--- config.mk ---
export PLATFORM = sky130hd
export DESIGN_NAME = fp_to_linear
export DESIGN_NICKNAME = d
export VERILOG_FILES = /design/src/rtl/fp_to_linear.sv
export SDC_FILE = /design/constraint.sdc
export NUM_CORES = 1
export LEC_CHECK = 0
export BUFFER_PORTS_ARGS = -buffer_cell sky130_fd_sc_hd__buf_4
export CORE_MARGIN = 2
export CORE_UTILIZATION = 60
export CTS_BUF_LIST = sky130_fd_sc_hd__clkbuf_2
export DETAILED_ROUTE_END_ITERATION = 12
export PLACE_DENSITY = 0.86
export SETUP_SLACK_MARGIN = 0.5
export SYNTH_ARGS = -nofsm -noshare
export SYNTH_HDL_FRONTEND = slang
export SYNTH_SLANG_ARGS = --single-unit
--- constraint.sdc ---
create_clock -name clk -period 4.2 [get_ports clk]
set_input_delay 1.05 -clock clk [delete_from_list [all_inputs] [get_ports clk]]
set_output_delay 1.05 -clock clk [all_outputs]
set_load 0.005 [all_outputs]
--- src/rtl/fp_to_linear.sv ---
// Serial decoder from the 8-bit {S, E[2:0], F[3:0]} float code to a 12-bit two's-complement sample.
// Define FP_DECODE_BARREL_EN for a single-cycle barrel shift instead of the iterative E-step shifter.
module fp_to_linear #(
  parameter int CNT_W = 16
) (
  input  logic             clk,
  input  logic             rst,
  input  logic             in_valid,
  output logic             in_ready,
  input  logic [7:0]       in_fp,
  output logic             out_valid,
  input  logic             out_ready,
  output logic [11:0]      out_d,
  output logic             busy,
  output logic [CNT_W-1:0] dec_count,
  output logic [1:0]       dbg_state_o
);

  // Handshake: a transfer happens on any rising edge where valid and ready are both high;
  // in_ready is high only in IDLE, out_valid only in OUT, and out_d is stable while out_valid is high.

  typedef enum logic [1:0] {
    ST_IDLE  = 2'd0,
    ST_SHIFT = 2'd1,
    ST_OUT   = 2'd2
  } state_t;

  state_t            state_q, state_d;
  logic              sign_q, sign_d;
  logic [10:0]       mag_q, mag_d;
  logic [2:0]        exp_q, exp_d;
  logic [11:0]       out_d_q, out_d_d;
  logic [CNT_W-1:0]  count_q, count_d;
  logic              shift_done;
  logic [10:0]       mag_final;

  // In the iterative build exp_q is the remaining shift count; in the barrel build it is E itself.
`ifdef FP_DECODE_BARREL_EN
  assign shift_done = 1'b1;
  assign mag_final  = mag_q << exp_q;
`else
  assign shift_done = (exp_q == 3'd0);
  assign mag_final  = mag_q;
`endif

  // State register
  always_ff @(posedge clk) begin
    if (rst) begin
      state_q <= ST_IDLE;
    end else begin
      state_q <= state_d;
    end
  end

  // Next-state logic
  always_comb begin
    state_d = state_q;
    case (state_q)
      ST_IDLE:  if (in_valid)   state_d = ST_SHIFT;
      ST_SHIFT: if (shift_done) state_d = ST_OUT;
      ST_OUT:   if (out_ready)  state_d = ST_IDLE;
      default:                  state_d = ST_IDLE;
    endcase
  end

  // Output logic
  always_comb begin
    in_ready  = (state_q == ST_IDLE);
    out_valid = (state_q == ST_OUT);
    busy      = (state_q == ST_SHIFT) || (state_q == ST_OUT);
  end

  // Datapath next-state
  always_comb begin
    sign_d  = sign_q;
    mag_d   = mag_q;
    exp_d   = exp_q;
    out_d_d = out_d_q;
    count_d = count_q;
    case (state_q)
      ST_IDLE: begin
        if (in_valid) begin
          sign_d = in_fp[7];
          mag_d  = {7'd0, in_fp[3:0]};
          exp_d  = in_fp[6:4];
        end
      end
      ST_SHIFT: begin
        if (shift_done) begin
          // Negative zero falls out as +0 because -0 is 0 in two's complement.
          out_d_d = sign_q ? (~{1'b0, mag_final} + 12'd1) : {1'b0, mag_final};
        end else begin
          mag_d = mag_q << 1;
          exp_d = exp_q - 3'd1;
        end
      end
      ST_OUT: begin
        if (out_ready) count_d = count_q + {{(CNT_W-1){1'b0}}, 1'b1};
      end
      default: ;
    endcase
  end

  always_ff @(posedge clk) begin
    if (rst) begin
      sign_q  <= 1'b0;
      mag_q   <= 11'd0;
      exp_q   <= 3'd0;
      out_d_q <= 12'd0;
      count_q <= '0;
    end else begin
      sign_q  <= sign_d;
      mag_q   <= mag_d;
      exp_q   <= exp_d;
      out_d_q <= out_d_d;
      count_q <= count_d;
    end
  end

  assign out_d       = out_d_q;
  assign dec_count   = count_q;
  assign dbg_state_o = state_q;

endmodule

# After elaboration in Yosys (flattened, before gate mapping)
# Index checks and enable logic that the tools add are counted.
[classes]
eq_ne = 6
mux = 11
n_addsub = 3
shifts = 0
n_div = 0
mul = 0
magnitude_cmp = 0
bitwise_logic = 1
reduce_logical = 9
[ops]
columns = ["op", "count"]
rows = [
  ["$mux W11", 2],
  ["$pmux W11 S2", 1],
  ["$add A16 B1 Y16 const B", 1],
  ["$add A12 B1 Y12 const B", 1],
  ["$mux W12", 1],
  ["$not A11 Y12", 1],
  ["$mux W2", 3],
  ["$mux W3", 2],
  ["$ne A2 B2 Y1 const B", 3],
  ["$pmux W2 S3", 1],
  ["$pmux W3 S2", 1],
  ["$reduce_and A2 Y1", 3],
  ["$reduce_and A3 Y1", 2],
  ["$logic_not A3 Y1", 1],
  ["$sub A3 B1 Y3 const B", 1],
  ["$eq A2 B1 Y1 const B", 1],
  ["$eq A2 B2 Y1 const B", 1],
  ["$logic_not A2 Y1", 1],
  ["$ne A2 B1 Y1 const B", 1],
  ["$reduce_bool A2 Y1", 1],
  ["$logic_or A1 B1 Y1", 1],
]
[word_totals]
regBits = 45
rom_bits = 0
input_bits = 12
mem_count = 0
ramBits = 0
latch_bits = 0

# Depth between registers and ports, before layout
# Gate-level depths: netlist (run 1).
[logic_depth]
ltp_word = 3
ltp_mapped = 8
ltp_nobuf = 6

# Least setup slack after synthesis (run 1)
# OpenSTA, ideal clock, no wires.
[synth_path]
kind = "input port to flip-flop"
startpoint = "input out_ready"
endpoint = "register count_q[15], in the netlist dec_count[15]"
path_slack_ns = 2.117
path_stages = 4
required_time_ns = 4.130
arrival_time_ns = 2.013
path_buffers = 0
setup_ns = 0.070
cell_sequence = "and4_1 nand2_1 or4_1 a21oi_1"
[synth_between]
elab_chain_cells = 1
[synth_lines]
columns = ["element", "line", "rtl"]
rows = [
  ["start: declaration", "12", "input logic out_ready,"],
  ["$reduce_and A2 Y1 (no line)", "-", ""],
  ["end signal: assignment", "116", "count_q <= count_d;"],
  ["end: declaration", "33", "logic [CNT_W-1:0] count_q, count_d;"],
]
# No other way between the ends.
# A chain may end at the register's enable or synchronous reset.

# Final worst setup path (run 1)
[layout_path]
startpoint = "register state_q[1], in the netlist dbg_state_o[1]"
endpoint = "register exp_q[1]"
[layout_between]
elab_chain_cells = 3
[layout_lines]
columns = ["element", "line", "rtl"]
rows = [
  ["start: declaration", "28", "state_t state_q, state_d;"],
  ["start signal: assignment", "51", "state_q <= state_d;"],
  ["$eq A2 B1 Y1 / $logic_not A2 Y1 (equally long branches)", "80", "case (state_q)"],
  ["$ne A2 B2 Y1 (no line) / $reduce_bool A2 Y1 (equally long branches)", "-", ""],
  ["$reduce_and A3 Y1 (no line)", "-", ""],
  ["end signal: assignment", "114", "exp_q <= exp_d;"],
  ["end: declaration", "31", "logic [2:0] exp_q, exp_d;"],
]
# Several ways; a longest one is shown, not always the timed one.

==> results of run 1 <==
## worst reg2reg max path: cells and delay by family (launching register included)
family,cells,cell delay [ps]
AO/OA/AOI/OAI,1,230
adder cells (fa/ha/maj),1,680
buffers and inverters,1,120
flip-flops,1,370
AND/OR/NAND/NOR,3,1320
## routing by layer
layer	vias to the layer above	wire (µm)
met5	-	0
met4	0	67
met3	8	182
met2	42	2090
met1	903	1901
li1	966	-
## synthesized netlist by cell type (all sizes together), types with 5 or more instances
master / n
or3: 5
nand3: 15
mux2i: 6
o31ai: 8
nor2: 26
a211oi: 14
nand2: 23
buf: 8
xor2: 17
clkbuf: 7
and4: 5
ha: 8
dfxtp: 45
o21ai: 6
inv: 9
a21oi: 18
## final cells by class
cell class                 count  area (µm²)  area share
clock buffer                   6       30.03     0.01179
clock inverter                 1       3.754    0.001474
inverter                       9       33.78     0.01327
multi-input combinational    182        1187      0.4663
sequential                    45       900.9      0.3538
tap                           48       60.06     0.02359
timing repair buffer          44       330.3      0.1297
## flip-flops by register name (all words and copies together) (netlist names)
name	cells
sign_q	1
out_d	12
mag_final	11
dec_count	16
exp_q	3
dbg_state_o	2
## per-stage QoR
stage	hold slack, ps	cells	total power [W]	area (µm²)
floorplan	452.7	251	0.001086	2201
global placement	462.8	328	0.001228	2512
detailed placement	476.0	328	0.001252	2512
CTS	500.5	335	0.001415	2546
global route	530.4	335	0.001524	2546
finish	498.4	335	0.001403	2546
## logic make-up after synthesis
group / share of synthesized area
buffers and inverters: 0.05117
xor gates and xnor gates: 0.07163
and+or+nand+nor: 0.2393
muxes: 0.02729
adders and majority gates: 0.04548
DFF: 0.4093
AOI/OAI and AO/OA: 0.1558
## power groups by stage
stage / Sequential [W] / Combinational (W) / Clock (W)
after floorplan: 0.000578 / 0.000508 / 0
after global placement: 0.000587 / 0.000641 / 0
final: 0.000583 / 0.000657 / 0.000163
after detailed placement: 0.000594 / 0.000657 / 0
after global routing: 0.000599 / 0.000735 / 0.000189
after CTS: 0.000584 / 0.000659 / 0.000172
## final timing paths
check                 start  endpoint  slack [ps]  depth (start not counted)
max          dbg_state_o[1]  exp_q[1]        1420                          6
min                out_d[0]  out_d[0]         500                          2
max reg2reg  dbg_state_o[1]  exp_q[1]        1420                          6
min reg2reg        out_d[0]  out_d[0]         500                          2
==> results.md, run 1 <==
* Area grow syn2layout at 15.69%
* CTS tree: yes
* Share of cells above drive strength 1 at 0.2056
* Crit-path max cell delay at just over 800 ps
* Nets at slightly above 300
* Final WL at 4242 µm
* Min-Delay Path Class: reg -> reg
* Pint at around 0.00084 W
* Final core utilization at 0.7061
* Post-CTS setup buffer count at 0
* Total I/O pin count at 45
* Reg clk slew, reported paths at about 200 ps
* Worst Path Arrival at around 3100 ps
* Syn Std Cell Area at 2201 µm²
* Die area at 4169 µm²
* Final setup margin at 1416 ps
* Yosys reg bits at 45
* Bufs and invs on worst path at 1
* Number of synthesized flops with an enable pin at 0
* GRT met1 Usage at 0.2740
* Final Hold Viols at 0
* Clock buffer depth at 2
* Antenna violations before repair at 0
* Yosys warnings at 0
* Iteration-0 DRC count of the detailed router at 120
* Post-synthesis area per instance at 8.768 µm²
* Async set-reset flop share out of synthesis at 0
* Worst-Skew Late Latency at 390 ps
* Primary FF master, synth: dfxtp_1
* Final Max Slew Viols at 0
* Sink Count at 45
* CTS buffer count at 5
* Post-CTS Resized at 0
* Worst Tran Pin Value at 809.4 ps
* Drt first pass iters at 4
* GPL Wtd Cong at 0.7970
* Port Buffers at 44
* VDD IR max at 0.4483 mV
* Residual DRC at 0
* Commonest cells after routing, fill and taps aside: 45 x dfxtp_1, 44 x buf_4, 26 x nor2_1, 22 x nand2_1, 18 x a21oi_1
* Core Region at 3606 µm²
* Layout Skew at 7.304 ps
* Cell count after synthesis at approximately 250
* Post-DP HPWL at 3007 µm
* Met2 Track Usage GR at 0.3828
* First-pass GRT wire length at around 7300 µm
* CP Capture Type: flop
* Met3 GRT Util at 0.05382
* Relative slew slack at 0.4604
* Post-DRT Antenna Nets at 0
* Yosys top cell by area: dfxtp_1
* CP Max Fanout at 23
* Htree depth at 2
* Inserted Diodes at 0
* Number of global-route vias before repair at roughly 1,700
* Crit-path leading delay family: simple AND/OR/NAND/NOR gates
* Post-CTS Hold Fix Bufs at 0
* Minimum clock period at about 2800 ps
* Critical path class: reg -> reg
* Initial core utilization at 0.6103
* Critical-path cell list: inv_1 -> ha_1 -> and3b_1 -> or3_1 -> nor2_1 -> a211oi_1
* Overall Global Routing Usage at 0.2221
* Period utilization at 0.6629
* F_max at 0.3592 GHz
* Die Wd at 64.57 µm
* Row count at 22
* RSZ-0062 raised after global routing: no
* Root Driver: clkbuf_2
* Status: finished clean
* Library cells used by synthesis at 42
* Setup crit start kind: flop
* Setup TNS at 0 ps
* Sw Pwr at ~0.00056 W
* Commonest non-fill, non-tap cell in the layout: dfxtp_1
* Pwr/cell area at 551.2 nW/µm²
* Dpl ws at around 1500 ps
* Syn Nets at 271
* Gate power share at 0.468
* Sw Share at 0.3989
* Routed vias at 1,919
* Max_cap viols at 0
* Slowest cell on crit path: and3b_1
* Clock share of power at 0.116
* Grt ovf at 0
* Vias per cell at 5.728
* Fill cells at around 310
* WL/cell at about 13 µm
* Sequential Power Share at 0.416
* Largest net degree at the start of global routing at between 40 and 50
* Chip height at 64.57 µm
* Top cell type's share of synthesized area at 0.4093
* Final Setup Violations at 0
* Synth area leaders: dfxtp_1 41%, xor2_1 6.8%, a211oi_1 4.8%
* Lkg Pwr at roughly 1.0 nW
* WP data required at around 4500 ps
* Register area share after synthesis at 0.4093
* GRT busiest layer: met2
(Power assumes the default switching activity.)
==> inputs of run 2 (changes only) <==
- CORE_UTILIZATION: 60 -> 51
- PLACE_DENSITY: 0.86 -> 0.78
- clock period: 4.2 -> 2.33 ns (I/O delays scaled with it)
==> results.md, run 2 (same netlist as run 1, synthesis figures left out) <==
* Reg2Reg Depth at 6 (unchanged)
* Relative slew slack at 0.6948 (+0.2344)
* Overall Global Routing Usage at 0.1922 (-0.02988)
* Clock share of power at 0.114 (-0.002)
* Sw Pwr at 0.001083 W (+93%)
* Post-DP HPWL at 3145 µm (+4.6%)
* Pint at 0.001696 W (+100%)
* Clock buffer depth at 2 (unchanged)
* VDD IR max at 1.077 mV (+140%)
* Iteration-0 DRC count of the detailed router at 116 (-3.3%)
* Post-DRT Antenna Nets at 0 (unchanged)
* Inserted Diodes at 0 (unchanged)
* Hold path depth at 3 (+1)
* Die area at 4857 µm² (+17%)
* Share of cells above drive strength 1 at 0.2761 (+0.07052)
* Residual DRC at 0 (unchanged)
* WL/cell at 13.00 µm (+2.7%)
* Final Setup Violations at 0 (unchanged)
* Port Buffers at 44 (unchanged)
* Period utilization at 0.7712
* Status: finished clean
* GPL Wtd Cong at 0.8261 (+3.7%)
* F_max at 0.5565 GHz
* Layout Skew at 17.07 ps (+9.765 ps)
* CP Capture Type: primary output
* Worst-Skew Late Latency at 400 ps (about the same)
* CTS buffer count at 5 (unchanged)
* Fill cells at 352 (+12%)
* Htree depth at 2 (unchanged)
* Setup TNS at 0 ps (unchanged)
* Row count at 23 (+4.5%)
* Final core utilization at 0.6552 (-0.05087)
* Routed vias at 1,888 (-1.6%)
* Die Wd at 69.69 µm (+7.9%)
* Lkg Pwr at 1.104 nW (+7.0%)
* Area grow syn2layout at 21.66%
* Nets at 316 (+2.9%)
* First-pass GRT wire length at 7741 µm (+5.7%)
* CP Max Fanout at 4 (-83%)
* CTS tree: yes
* Core Region at 4086 µm² (+13%)
* Max_cap viols at 0 (unchanged)
* Sequential Power Share at 0.383 (-0.033)
* Vias per cell at 5.441 (-5.0%)
* Reg clk slew, reported paths at 220 ps (+20 ps)
* Final Hold Viols at 0 (unchanged)
* Root Driver: clkbuf_2
* Overall Power at 0.002779 W (+98%)
* Setup crit start kind: flop
* Chip height at 69.69 µm (+7.9%)
* RSZ-0062 raised after global routing: yes
* WP data required at 1750 ps (-2780 ps)
* Pwr/cell area at 1038 nW/µm² (+88%)
* Final Max Slew Viols at 0 (unchanged)
* Initial core utilization at 0.5386 (-0.07176)
* Critical path class: reg -> out
* Largest net degree at the start of global routing at 28 (-40%)
* Minimum clock period at ~1800 ps
* Worst Path Arrival at 1210 ps (-1900 ps)
* Sw Share at 0.3896 (-0.009355)
* Final WL at 4512 µm (+6.4%)
* Drt first pass iters at 4 (unchanged)
* Max FFs per register at 16 (unchanged)
* Grt ovf at 0 (unchanged)
* Total I/O pin count at 45 (unchanged)
* Commonest non-fill, non-tap cell in the layout: buf_4
* Number of global-route vias before repair at 1,751 (+2.6%)
* Gate power share at 0.502 (+0.034)
* Sink Count at 45 (unchanged)
* Commonest cells after routing, fill and taps aside: 52 x buf_4, 41 x dfxtp_1, 26 x nor2_1, 21 x nand2_1, 18 x a21oi_1
* Min-Delay Path Class: in -> reg
* Antenna violations before repair at 0 (unchanged)
* Worst Tran Pin Value at 456.9 ps (-352.5 ps)
[run 2: repair_timing]
item,4_1_cts,5_1_grt
pin swaps,1,2
resized for setup,6,11
buffers inserted,4,2
hold buffers,0,0
endpoints found under the setup margin,21,15
[run 2: worst max-delay path, cell delays in order (launching register included)]
cell	delay, ps
dfxtp_4	430
inv_4	50
ha_4	230
buf_6	110
[run 2: layout make-up]
type | count | area, µm² | share of cell area
sequential | 45 | 908.4 | 0.3393
clock buffer | 6 | 30.03 | 0.01121
clock inverter | 2 | 10.01 | 0.003738
timing repair buffer | 53 | 401.6 | 0.1500
tap | 50 | 62.56 | 0.02336
inverter | 9 | 36.28 | 0.01355
multi-input combinational | 182 | 1229 | 0.4589
[run 2: routing by layer]
layer	routed length, µm	vias to the layer above	global-route usage	part of all wire
met3	180	5	0.03634	0.040
met5	0	-	0	0
met4	60	0	0.07051	0.013
li1	-	978	-	-
met2	2092	38	0.3205	0.46
met1	2178	867	0.2477	0.48
[run 2: final timing paths]
check	start	to	slack [ps]
worst min register to register	out_d[0]	out_d[0]	480
worst max register to register	dbg_state_o[0]	exp_q[2]	580
worst max-delay path	dbg_state_o[1]	busy	530
worst min-delay path	in_fp[7]	sign_q	430
[run 2: power by group through the flow]
stage | sequential (W) | combinational, W | clock [W]
global placement | 0.00106 | 0.00118 | 0
detailed placement | 0.00107 | 0.00121 | 0
global route | 0.00109 | 0.00156 | 0.000358
floorplan | 0.00104 | 0.000916 | 0
CTS | 0.00105 | 0.00130 | 0.000328
finish | 0.00106 | 0.00140 | 0.000318
[run 2: through the flow]
step / hold slack (ps) / cell area, µm² / std cells / worst slack, ps
after floorplan: 452.7 / 2201 / 251 / 603.9
after global placement: 449.6 / 2537 / 333 / 504.7
after detailed placement: 454.9 / 2537 / 333 / 436.6
after CTS: 406.8 / 2618 / 345 / 469.7
after global routing: 407.5 / 2678 / 347 / 459.7
final: 433.8 / 2678 / 347 / 533.1
==> inputs of run 3 (changes only) <==
- ABC_AREA: unset -> 1
- clock period: 2.33 -> 1.5 ns (I/O delays scaled with it)
==> results.md, run 3 <==
* Minimum clock period at 1695 ps
* Clock share of power at 0.077 (-0.037)
* Sink Count at 45 (unchanged)
* Max_cap viols at 0 (unchanged)
* Commonest cells after routing, fill and taps aside: 51 x nand2_1, 46 x buf_6, 44 x buf_4, 32 x inv_1
* F_max at 0.5899 GHz
* Antenna violations before repair at 0 (unchanged)
* Chip height at 71.32 µm (+2.3%)
* Top cell type's share of synthesized area at 0.3898 (-0.01950)
* Post-synthesis area per instance at 7.155 µm² (-18%)
* Lkg Pwr at 1.664 nW (+51%)
* Register area share after synthesis at 0.3898 (-0.01950)
* Max FFs per register at 16 (unchanged)
* Die Wd at 71.32 µm (+2.3%)
* Syn Std Cell Area at 2311 µm² (+5.0%)
* WP data required at 1850 ps (+100 ps)
* Final Max Slew Viols at 0 (unchanged)
* Vias per cell at 5.810 (+6.8%)
* Most frequent cell after synthesis: nand2_1
* Min-Delay Path Class: in -> reg
* Yosys warnings at 0 (unchanged)
* Area grow syn2layout at 67.79%
* Reg2Reg Depth at 7 (+1)
* Final Setup Violations at 32 (+32)
* Async set-reset flop share out of synthesis at 0 (unchanged)
* Grt ovf at 0 (unchanged)
* Final WL at 8794 µm (+95%)
* Cell count after synthesis at 323 (+29%)
* Inserted Diodes at 0 (unchanged)
* Period utilization at 1.130
* Sequential Power Share at 0.270 (-0.113)
* Port Buffers at 44 (unchanged)
* Gate power share at 0.653 (+0.151)
* Nets at 436 (+38%)
* Number of synthesized flops with an enable pin at 0 (unchanged)
* Sw Share at 0.4460 (+0.05646)
* Primary FF master, synth: dfxtp_1
* Routed vias at 2,719 (+44%)
* Die area at 5086 µm² (+4.7%)
* Post-DRT Antenna Nets at 0 (unchanged)
* DP Area at 2835 µm² (+12%)
* Largest net degree at the start of global routing at 20 (-29%)
* Syn Nets at 343 (+27%)
* Clock buffer depth at 2 (unchanged)
* Row count at 24 (+4.3%)
* Residual DRC at 0 (unchanged)
* Final Instance Area at 3877 µm² (+45%)
* Yosys top cell by area: dfxtp_1
* Hold path depth at 3 (unchanged)
* Relative slew slack at 0.8120 (+0.1173)
* Status: finished with violations
* Commonest non-fill, non-tap cell in the layout: nand2_1
* Worst Path Arrival at 2050 ps (+840 ps)
* Core Region at 4354 µm² (+6.6%)
* VDD IR max at 1.615 mV (+50%)
* Layout Skew at 29.63 ps (+12.56 ps)
* First-pass GRT wire length at 11,190 µm (+45%)
* Root Driver: clkbuf_2
* Failing checks: setup timing
* Setup crit start kind: flop
* Iteration-0 DRC count of the detailed router at 296 (+160%)
* Worst Tran Pin Value at 281.6 ps (-175.3 ps)
* Number of global-route vias before repair at 2,461 (+41%)
* Multi-input gate area at 1610 µm² (+31%)
* Initial core utilization at 0.5307 (-0.007832)
* Post-DP HPWL at 3565 µm (+13%)
* Sw Pwr at 0.002970 W (+170%)
* Worst-Skew Late Latency at 440 ps (+40 ps)
* Share of cells above drive strength 1 at 0.5817 (+0.3056)
* Total I/O pin count at 45 (unchanged)
* Yosys reg bits at 45 (unchanged)
* Final core utilization at 0.8905 (+0.2353)
* Htree depth at 2 (unchanged)
* RSZ-0062 raised after global routing: yes
* CP Max Fanout at 12 (+8)
* Post-CTS Hold Fix Bufs at 0 (unchanged)
* Reg clk slew, reported paths at 240 ps (+20 ps)
* Library cells used by synthesis at 33 (-21%)
* Overall Global Routing Usage at 0.2753 (+0.08309)
* Critical path class: reg -> reg
* Setup TNS at -2622 ps (-2622 ps)
* Fill cells at 188 (-47%)
* FF/Latch Area at 959.7 µm² (+5.6%)
* Final setup margin at -195.1 ps (-728.2 ps)
* GPL Wtd Cong at 0.7937 (-3.9%)
* CTS tree: yes
* CP Capture Type: flop
* Pint at 0.003689 W (+120%)
* WL/cell at 18.79 µm (+45%)
* CTS buffer count at 5 (unchanged)
* Final Hold Viols at 0 (unchanged)
* Synth area leaders: dfxtp_1 39%, nand2_1 9.9%, inv_1 7.5%
* Synth cell count leaders: 61 x nand2_1, 46 x inv_1, 45 x dfxtp_1
* Drt first pass iters at 5 (+1)
* Pwr/cell area at 1718 nW/µm² (+65%)
[run 3: cell count changes after synthesis, moves of 6 or more]
cell      before  now
mux2i_1        6    0
inv_1          9   46
o21ai_0        6   32
xor2_1        17    2
a211oi_1      14    1
nand2_1       22   61
a21oi_1       18   29
o31ai_1        7    0
[run 3: cells by family after synthesis]
family / count (synthesis) / share of synthesized area
simple gates: 128 / 0.2469
buf+inv: 59 / 0.1034
xor+xnor: 2 / 0.007581
compound gates: 81 / 0.2090
fa+ha+maj: 8 / 0.04332
flops: 45 / 0.3898
[run 3: path summary, 6_finish.rpt]
kind	from	end	slack [ps]
max	dbg_state_o[1]	exp_q[0]	-200
min	in_fp[0]	mag_final[0]	250
max reg2reg	dbg_state_o[1]	exp_q[0]	-200
min reg2reg	mag_final[0]	out_d[0]	500
[run 3: timing repair]
item | 4_1_cts | 5_1_grt
gates cloned | 5 | 0
pin swaps | 19 | 27
endpoints found under the setup margin | 78 | 78
gates resized for setup | 132 | 66
buffers inserted | 24 | 17
[run 3: per-stage QoR]
stage               hold WS [ps]  std cells  power [W]  worst slack, ps
global placement           458.8        415   0.004090            137.8
detailed placement         456.6        415   0.004156            66.16
floorplan                  439.0        323   0.003532            203.9
CTS                        221.8        451   0.005881           -100.9
finish                     248.3        468   0.006660           -195.1
global route               229.9        468   0.006992           -269.6
[run 3: layout make-up]
type / count / area share
multi-input cells: 219 / 0.4153
repair buffers: 95 / 0.2504
flip-flops and latches: 45 / 0.2475
inverters: 48 / 0.05518
well taps: 52 / 0.01678
clock buffers: 6 / 0.007744
repair inverters: 2 / 0.005808
clock inverters: 1 / 0.001291
[run 3: critical path, cell delays in order (launching register included)]
cell        delay (ps)
dfxtp_4            430
inv_6               70
buf_4              120
ha_4               210
clkinvlp_4         250
o21ai_1            270
o21ai_2             90
a21oi_1            160
[run 3: routing by layer]
| metal | up-vias | global-route usage | share of wire |
|---|---|---|---|
| li1 | 1242 | - | - |
| met4 | 0 | 0.1237 | 0.061 |
| met1 | 1264 | 0.3372 | 0.37 |
| met2 | 162 | 0.4722 | 0.48 |
| met3 | 51 | 0.04782 | 0.080 |
| met5 | - | 0 | 0 |
[run 3: power by group through the flow]
stage | clock network, W | registers (W) | logic (W)
after floorplan | 0 | 0.00172 | 0.00181
after global placement | 0 | 0.00172 | 0.00237
after detailed placement | 0 | 0.00174 | 0.00242
after CTS | 0.000494 | 0.00177 | 0.00362
after global routing | 0.000549 | 0.00182 | 0.00462
final | 0.000511 | 0.00180 | 0.00435
